`config.mk`:
```
export PLATFORM = sky130hd
export DESIGN_NAME = hazard_ctrl
export DESIGN_NICKNAME = d
export VERILOG_FILES = /design/src/rtl/hazard_ctrl.sv
export SDC_FILE = /design/constraint.sdc
export NUM_CORES = 1
export LEC_CHECK = 0
export ABC_AREA = 0
export ABC_CLOCK_PERIOD_IN_PS = 2000
export CORE_MARGIN = 10
export CORE_UTILIZATION = 44
export DETAILED_ROUTE_END_ITERATION = 10
export PLACE_DENSITY = 0.77
export SLEW_MARGIN = 20
export SYNTH_ARGS = -nofsm -noshare
export SYNTH_HDL_FRONTEND = slang
export SYNTH_SLANG_ARGS = --single-unit
```
`constraint.sdc`:
```
create_clock -name clk -period 2 [get_ports clk]
set_input_delay 0.2 -clock clk [delete_from_list [all_inputs] [get_ports clk]]
set_output_delay 0.2 -clock clk [all_outputs]
set_load 0.05 [all_outputs]
```
`src/rtl/hazard_ctrl.sv`:
```
// hazard_ctrl: pipeline hazard controller for the 5-stage core.
// Decides stall / bubble / flush for load-use hazards, multi-cycle mul/div
// occupancy of EX and taken-branch squash, and keeps saturating stall and
// flush performance counters.
module hazard_ctrl #(
    parameter int unsigned MD_TIMEOUT = 64,
    parameter int unsigned CNT_W      = 32,
    parameter int unsigned FCNT_W     = 16
) (
    input  logic              clk,
    input  logic              rst_n,
    input  logic [4:0]        id_sel_rs1_i,
    input  logic [4:0]        id_sel_rs2_i,
    input  logic              id_uses_rs1_i,
    input  logic              id_uses_rs2_i,
    input  logic              ex_valid_i,
    input  logic              ex_is_load_i,
    input  logic [4:0]        ex_sel_rd_i,
    input  logic              ex_md_start_i,
    input  logic              md_done_i,
    input  logic              ex_branch_taken_i,
    input  logic              perf_clr_i,
    output logic              stall_pc_o,
    output logic              stall_if_id_o,
    output logic              stall_id_ex_o,
    output logic              flush_if_id_o,
    output logic              bubble_ex_o,
    output logic              bubble_mem_o,
    output logic              md_busy_o,
    output logic              md_timeout_o,
    output logic              protocol_err_o,
    output logic [CNT_W-1:0]  stall_cnt_o,
    output logic [FCNT_W-1:0] flush_cnt_o
);

    localparam int unsigned TW = $clog2(MD_TIMEOUT);
    localparam logic [TW-1:0] TLIM = TW'(MD_TIMEOUT - 1);

    typedef enum logic {
        RUN,
        MD_WAIT
    } state_t;

    state_t            state_q;
    logic [TW-1:0]     tcnt_q;
    logic [CNT_W-1:0]  stall_cnt_q;
    logic [FCNT_W-1:0] flush_cnt_q;

    logic md_launch;
    logic load_use;
    logic flush_evt;

    assign md_launch = ex_md_start_i & ex_valid_i;
    assign load_use  = ex_valid_i & ex_is_load_i & (ex_sel_rd_i != 5'd0) &
                       ((id_uses_rs1_i & (id_sel_rs1_i == ex_sel_rd_i)) |
                        (id_uses_rs2_i & (id_sel_rs2_i == ex_sel_rd_i)));

    // Control outputs decoded from state and current inputs (act in the detect cycle)
    always_comb begin
        stall_pc_o     = 1'b0;
        stall_if_id_o  = 1'b0;
        stall_id_ex_o  = 1'b0;
        flush_if_id_o  = 1'b0;
        bubble_ex_o    = 1'b0;
        bubble_mem_o   = 1'b0;
        md_busy_o      = 1'b0;
        md_timeout_o   = 1'b0;
        protocol_err_o = 1'b0;
        flush_evt      = 1'b0;
        case (state_q)
            RUN: begin
                protocol_err_o = md_done_i;
                if (md_launch) begin
                    stall_pc_o    = 1'b1;
                    stall_if_id_o = 1'b1;
                    stall_id_ex_o = 1'b1;
                    bubble_mem_o  = 1'b1;
                    if (ex_branch_taken_i) begin
                        protocol_err_o = 1'b1;
                    end
                end else if (ex_branch_taken_i & ex_valid_i) begin
                    flush_if_id_o = 1'b1;
                    bubble_ex_o   = 1'b1;
                    flush_evt     = 1'b1;
                end else if (load_use) begin
                    stall_pc_o    = 1'b1;
                    stall_if_id_o = 1'b1;
                    bubble_ex_o   = 1'b1;
                end
            end
            MD_WAIT: begin
                md_busy_o = 1'b1;
                // md_done wins over the timeout when both land in the same cycle
                if (!md_done_i) begin
                    if (tcnt_q == TLIM) begin
                        md_timeout_o = 1'b1;
                    end else begin
                        stall_pc_o    = 1'b1;
                        stall_if_id_o = 1'b1;
                        stall_id_ex_o = 1'b1;
                        bubble_mem_o  = 1'b1;
                    end
                end
            end
            default: ;
        endcase
    end

    // FSM state and MD_WAIT timeout counter
    always_ff @(posedge clk) begin
        if (!rst_n) begin
            state_q <= RUN;
            tcnt_q  <= '0;
        end else begin
            case (state_q)
                RUN: begin
                    if (md_launch) begin
                        state_q <= MD_WAIT;
                        tcnt_q  <= '0;
                    end
                end
                MD_WAIT: begin
                    if (md_done_i || (tcnt_q == TLIM)) begin
                        state_q <= RUN;
                    end else begin
                        tcnt_q <= tcnt_q + TW'(1);
                    end
                end
                default: state_q <= RUN;
            endcase
        end
    end

    // Saturating performance counters; clear overrides increment
    always_ff @(posedge clk) begin
        if (!rst_n || perf_clr_i) begin
            stall_cnt_q <= '0;
            flush_cnt_q <= '0;
        end else begin
            if (stall_pc_o && (stall_cnt_q != '1)) begin
                stall_cnt_q <= stall_cnt_q + CNT_W'(1);
            end
            if (flush_evt && (flush_cnt_q != '1)) begin
                flush_cnt_q <= flush_cnt_q + FCNT_W'(1);
            end
        end
    end

    assign stall_cnt_o = stall_cnt_q;
    assign flush_cnt_o = flush_cnt_q;

endmodule

```
# After elaboration in Yosys (flattened, before gate mapping)
# Index checks and enable logic that the tools add are counted.
dict set report op_classes {
  shifts 0
  eq_ne 7
  multipliers 0
  reduce_logical 7
  magnitude_cmp 0
  div_mod_pow 0
  n_addsub 3
  n_mux 26
  n_bitwise 9
}
# cell n
set ops {}
lappend ops {{adder 32 x 1 -> 32 bit, second input constant} 1}
lappend ops {{!= test 32 bit, second input constant} 1}
lappend ops {{two-way mux 1 bit} 20}
lappend ops {{adder 16 x 1 -> 16 bit, second input constant} 1}
lappend ops {{!= test 16 bit, second input constant} 1}
lappend ops {{two-way mux 6 bit} 2}
lappend ops {{one-hot mux 6 bit (2 select lines)} 1}
lappend ops {{equality test 5 bit} 2}
lappend ops {{AND 1 bit} 7}
lappend ops {{adder 6 x 1 -> 6 bit, second input constant} 1}
lappend ops {{equality test 6 bit, second input constant} 1}
lappend ops {{one-hot mux 1 bit (2 select lines)} 3}
lappend ops {{nonzero test 5 bit} 1}
lappend ops {{!= test 2 bit, second input constant} 2}
lappend ops {{logical AND 1 bit} 2}
lappend ops {{logical OR 1 bit} 2}
lappend ops {{AND reduction 2 bit} 1}
lappend ops {{zero test 1 bit} 1}
lappend ops {{inverter 1 bit} 1}
lappend ops {{OR 1 bit} 1}
dict set report word_totals {
  mem_bits_rw 0
  n_memories 0
  input_bits 25
  romBits 0
  elab_cells 56
  out_inout_bits 57
  latch_bits 0
  reg_bits 55
}

# Longest topological paths before layout
dict set report logic_depth {
  ltp_word 9
  depth_mapped 10
}

# Worst setup path before layout
# Ideal clock, no wire load.
dict set report synth_path {
  path_type {reg2reg}
  start {reg state_q}
  end {reg flush_cnt_q[12] (netlist: flush_cnt_o[12])}
  path_stages_with_launch 7
  period_less_slack_ns 2.443
  t_arrival_ns 2.372
  setup_ns 0.070
  required_time_ns 1.930
  path_buffers 1
  slack_ns -0.443
  cell_sequence {dfxtp_1 nor3b_1 and2_1 clkbuf_1 o2111ai_1 or3_1 a21oi_1}
}
dict set report synth_via {
  elab_chain_len 2
}
# item line_no
set synth_rtl {}
lappend synth_rtl {{start: declaration} 44} ;# state_t state_q;
lappend synth_rtl {{start signal: assignment} 112} ;# state_q <= RUN;
lappend synth_rtl {{start signal: assignment} 118} ;# state_q <= MD_WAIT;
lappend synth_rtl {{start signal: assignment} 124} ;# state_q <= RUN;
lappend synth_rtl {{two-way mux 1 bit} --}
lappend synth_rtl {{named net flush_if_id_o} 26} ;# output logic flush_if_id_o,
lappend synth_rtl {{logical AND 1 bit} 143} ;# if (flush_evt && (flush_cnt_q != '1)) begin
lappend synth_rtl {{end signal: assignment} 144} ;# flush_cnt_q <= flush_cnt_q + FCNT_W'(1);
lappend synth_rtl {{end: declaration} 47} ;# logic [FCNT_W-1:0] flush_cnt_q;
# The timed path passes the listed nets, and every way through them passes these cells.
# A chain may end at the register's enable or synchronous reset.

# Worst setup path in the final report
dict set report layout_path {
  start {in id_sel_rs2_i[3]}
  end {reg stall_cnt_q[27] (netlist: stall_cnt_o[27])}
}
dict set report layout_via {
  elab_chain_len 9
}
# item line_no
set layout_rtl {}
lappend layout_rtl {{start: declaration} 13} ;# input logic [4:0] id_sel_rs2_i,
lappend layout_rtl {{equality test 5 bit} 56} ;# (id_uses_rs2_i & (id_sel_rs2_i == ex_sel_rd_i)));
lappend layout_rtl {{AND 1 bit} 56}
lappend layout_rtl {{OR 1 bit} 55} ;# ((id_uses_rs1_i & (id_sel_rs1_i == ex_sel_rd_i)) |
lappend layout_rtl {{AND 1 bit} 54} ;# assign load_use = ex_valid_i & ex_is_load_i & (ex_sel_rd_i != 5'd0) &
lappend layout_rtl {{two-way mux 1 bit} 85} ;# end else if (load_use) begin
lappend layout_rtl {{two-way mux 1 bit} 81} ;# end else if (ex_branch_taken_i & ex_valid_i) begin
lappend layout_rtl {{two-way mux 1 bit} 73} ;# if (md_launch) begin
lappend layout_rtl {{one-hot mux 1 bit (2 select lines)} 70} ;# case (state_q)
lappend layout_rtl {{logical AND 1 bit} 140} ;# if (stall_pc_o && (stall_cnt_q != '1)) begin
lappend layout_rtl {{end signal: assignment} 141} ;# stall_cnt_q <= stall_cnt_q + CNT_W'(1);
lappend layout_rtl {{end: declaration} 46} ;# logic [CNT_W-1:0] stall_cnt_q;
# Every way passes these cells.

==> results.ini <==
[floorplanning]
die_w_um = 102.6
die_area_um2 = 10530
io_pins = 82
die_h_um = 102.6
fp.coreArea_um2 = 6719
rows = 30
start_util = 0.4469

[logic_synthesis]
synthAdderAreaFrac = 0.01250
yosys.area_share.simple = 0.3317
synthXorXnorAreaFrac = 0.07583
ys.flop_type = dfxtp_1
syn_inst = 359
yosys-top-cells-area = dfxtp_1 (37%), xnor2_1 (5.0%), a21oi_1 (4.3%)
async_flop_share = 0
avgSynthCellArea_um2 = 8.365
synth_warnings = 0
synth_largest_area_cell = dfxtp_1
synth-seq-cells = 55
synth_edf_count = 0
synth_nets = 387
synthesis.area_um2 = 3003
netlist.area_leader.share = 0.3667
yosysSeqAreaShare = 0.3667
synth_cell_types = 49
synth_compound_area_frac = 0.1567
synth_mux_area_frac = 0.006667
synth_top_family_by_area = simple AND/OR/NAND/NOR gates

[clock_network]
clk_latency_ns = 0.31
cts_tree = yes
cts_buffers = 5
path_clk_slew_ns = 0.09
h-tree-depth = 2
cts_sinks = 55
postCtsHoldBufs = 0
clockRootBuffer = clkbuf_8
cts.path.max_buffers = 2

[run_status]
violations = setup timing
status = complete, but fails checks

[sta]
fin_crit_ns = 2.064
relSlewSlack = 0.6317
whs_ns = 0.4826
finalSetupTns_ns = -0.3328
finClkSkew_ns = 0.005546
finalSetupViolations = 11
slew_violations = 0
max_freq_mhz = 484.4
worst_pin_slew_ns = 0.5524
min_period_over_period = 1.032
rsz0062_at_grt = true
hold_violations = 0
fin_ws_ns = -0.06443

[pwr]
power_density_nw_per_um2 = 451.2
peakVddDrop_v = 0.0003515
leakage_nw = 1.711
power.total_mw = 2.140

[placed_design]
io_buffers = 81
dpl_cell_area_um2 = 4282
routabilityCongestion = 0.8200
hpwlAfterDp_um = 6752
pre_cts_slack_ns = -0.4906

[drt]
finalWirelength_um = 10110
drt_iter0_markers = 221
drtPass1Iterations = 5
wl_per_cell_um = 17.83
ant_nets = 0
num_vias = 3327
drc = 0
viasPerCell = 5.868

[setup_path]
worstSetupStartpointType = input pin
critPathMaxFanout = 8
rr_worst_depth = 7
r2r_end = stall_cnt_o[27]
r2r-start = state_q
worstPathArrival_ns = 2.29
rrSetupSlack_ns = 0.01
cp-end-kind = register
required_ns = 2.23
critPathKind = in2reg

[global_route]
overflow = 0
grt_first_pass_wirelength_um = 15560
grt_use_met1 = 0.2050
grt_max_degree = 17
met3_usage = 0.06166
track_usage = 0.1806
antenna_found_initial = 0
grt_use_met2 = 0.3155
grt_pass1_vias = 3244
top_usage_layer = met2

[job]
max_cap_viol_count = 0

[final_layout]
nets = 514
syn_to_final_growth_pct = 57.92
mostFrequentLayoutCells = clkdlybuf4s50_1 (60), buf_4 (48), nand2_1 (31), nor2_1 (28), dfxtp_1 (23)
antenna_cells = 0
stdcell_area_um2 = 4742
mostFrequentLayoutCell = clkdlybuf4s50_1
drive_above_1_share = 0.2895

[min_path]
hp-start = stall_cnt_o[19]
hold_path_class = reg2reg
min_to = stall_cnt_o[19]
hold_depth = 2

==> logic make-up after synthesis <==
logic type	count (synthesis)
mux	2
compound gates	75
simple gates	173
fa+ha+maj	3
xor+xnor	26
buf+inv	25
flops	55
==> power by group <==
part           switching, mW  total, mW  internal (mW)
registers            0.00487       1.09           1.08
logic                  0.186      0.376          0.190
clock network          0.359      0.676          0.317
total                  0.549       2.14           1.59
==> worst max-delay path: stages <==
cell and delay [ns]:
clkdlybuf4s50_1 0.48, xnor2_1 0.13, nand4_1 0.20, o221ai_4 0.33, nand3_4 0.20, clkbuf_16 0.22, or3_4 0.36, a21oi_1 0.17
==> routing by layer <==
layer / vias up / wire length [um]
met5: - / 0
met1: 1560 / 4131
li1: 1587 / -
met4: 0 / 119
met3: 20 / 897
met2: 160 / 4962
==> sequential cells by signal, summed over array words and instances, names as in the netlist <==
name / cells
stall_cnt_o: 32
flush_cnt_o: 16
tcnt_q: 6
state_q: 1
==> how the worst max path moves through the flow <==
stage / start / end / cells after the start
finish: id_sel_rs2_i[3] / stall_cnt_o[27] / 8
global placement: ex_sel_rd_i[1] / stall_cnt_o[5] / 8
global route: id_sel_rs2_i[3] / stall_cnt_o[5] / 8
CTS: ex_is_load_i / stall_cnt_o[23] / 7
detailed placement: ex_sel_rd_i[1] / stall_cnt_o[5] / 8
floorplan: stall_cnt_o[3] / stall_cnt_o[31] / 7
==> through the flow <==
step | utilization | cells
after floorplan | - | 359
after global placement | 0.6372 | 548
after detailed placement | 0.6372 | 548
after CTS | 0.6778 | 561
after global routing | 0.7058 | 567
final | 0.7058 | 567
==> cells in the mapped netlist, types with 2 or more instances <==
library cell	number
nor2_1	28
and3_1	5
o31ai_1	8
or4_1	15
ha_1	3
inv_1	6
nand2b_1	2
and4_1	9
and3_2	4
o21ai_1	8
buf_4	5
nor2b_1	3
dfxtp_1	55
buf_6	4
nand3_1	20
o211ai_1	4
mux2i_1	2
o21ai_0	16
xnor2_1	17
nand4_1	15
or3_1	19
xor2_1	9
nor3_1	4
a21oi_1	26
nand2_1	32
clkbuf_1	8
nor4_1	2
and2_1	5
o21a_1	5
==> layout make-up <==
class                      count  area, um^2
clock buffer                   8       100.1
multi-input combinational    281        1941
sequential                    55        1169
timing repair buffer         137        1410
fill                         493        1977
tap                           80       100.1
inverter                       6       22.52
==> what timing repair did <==
action,4_1_cts,5_1_grt
cloned,3,1
setup endpoints to repair,31,37
pin swaps,9,19
hold endpoints to repair,0,0
resized for setup,27,28
buffers inserted,2,5
Note: power is estimated with default switching activity, not from simulation.
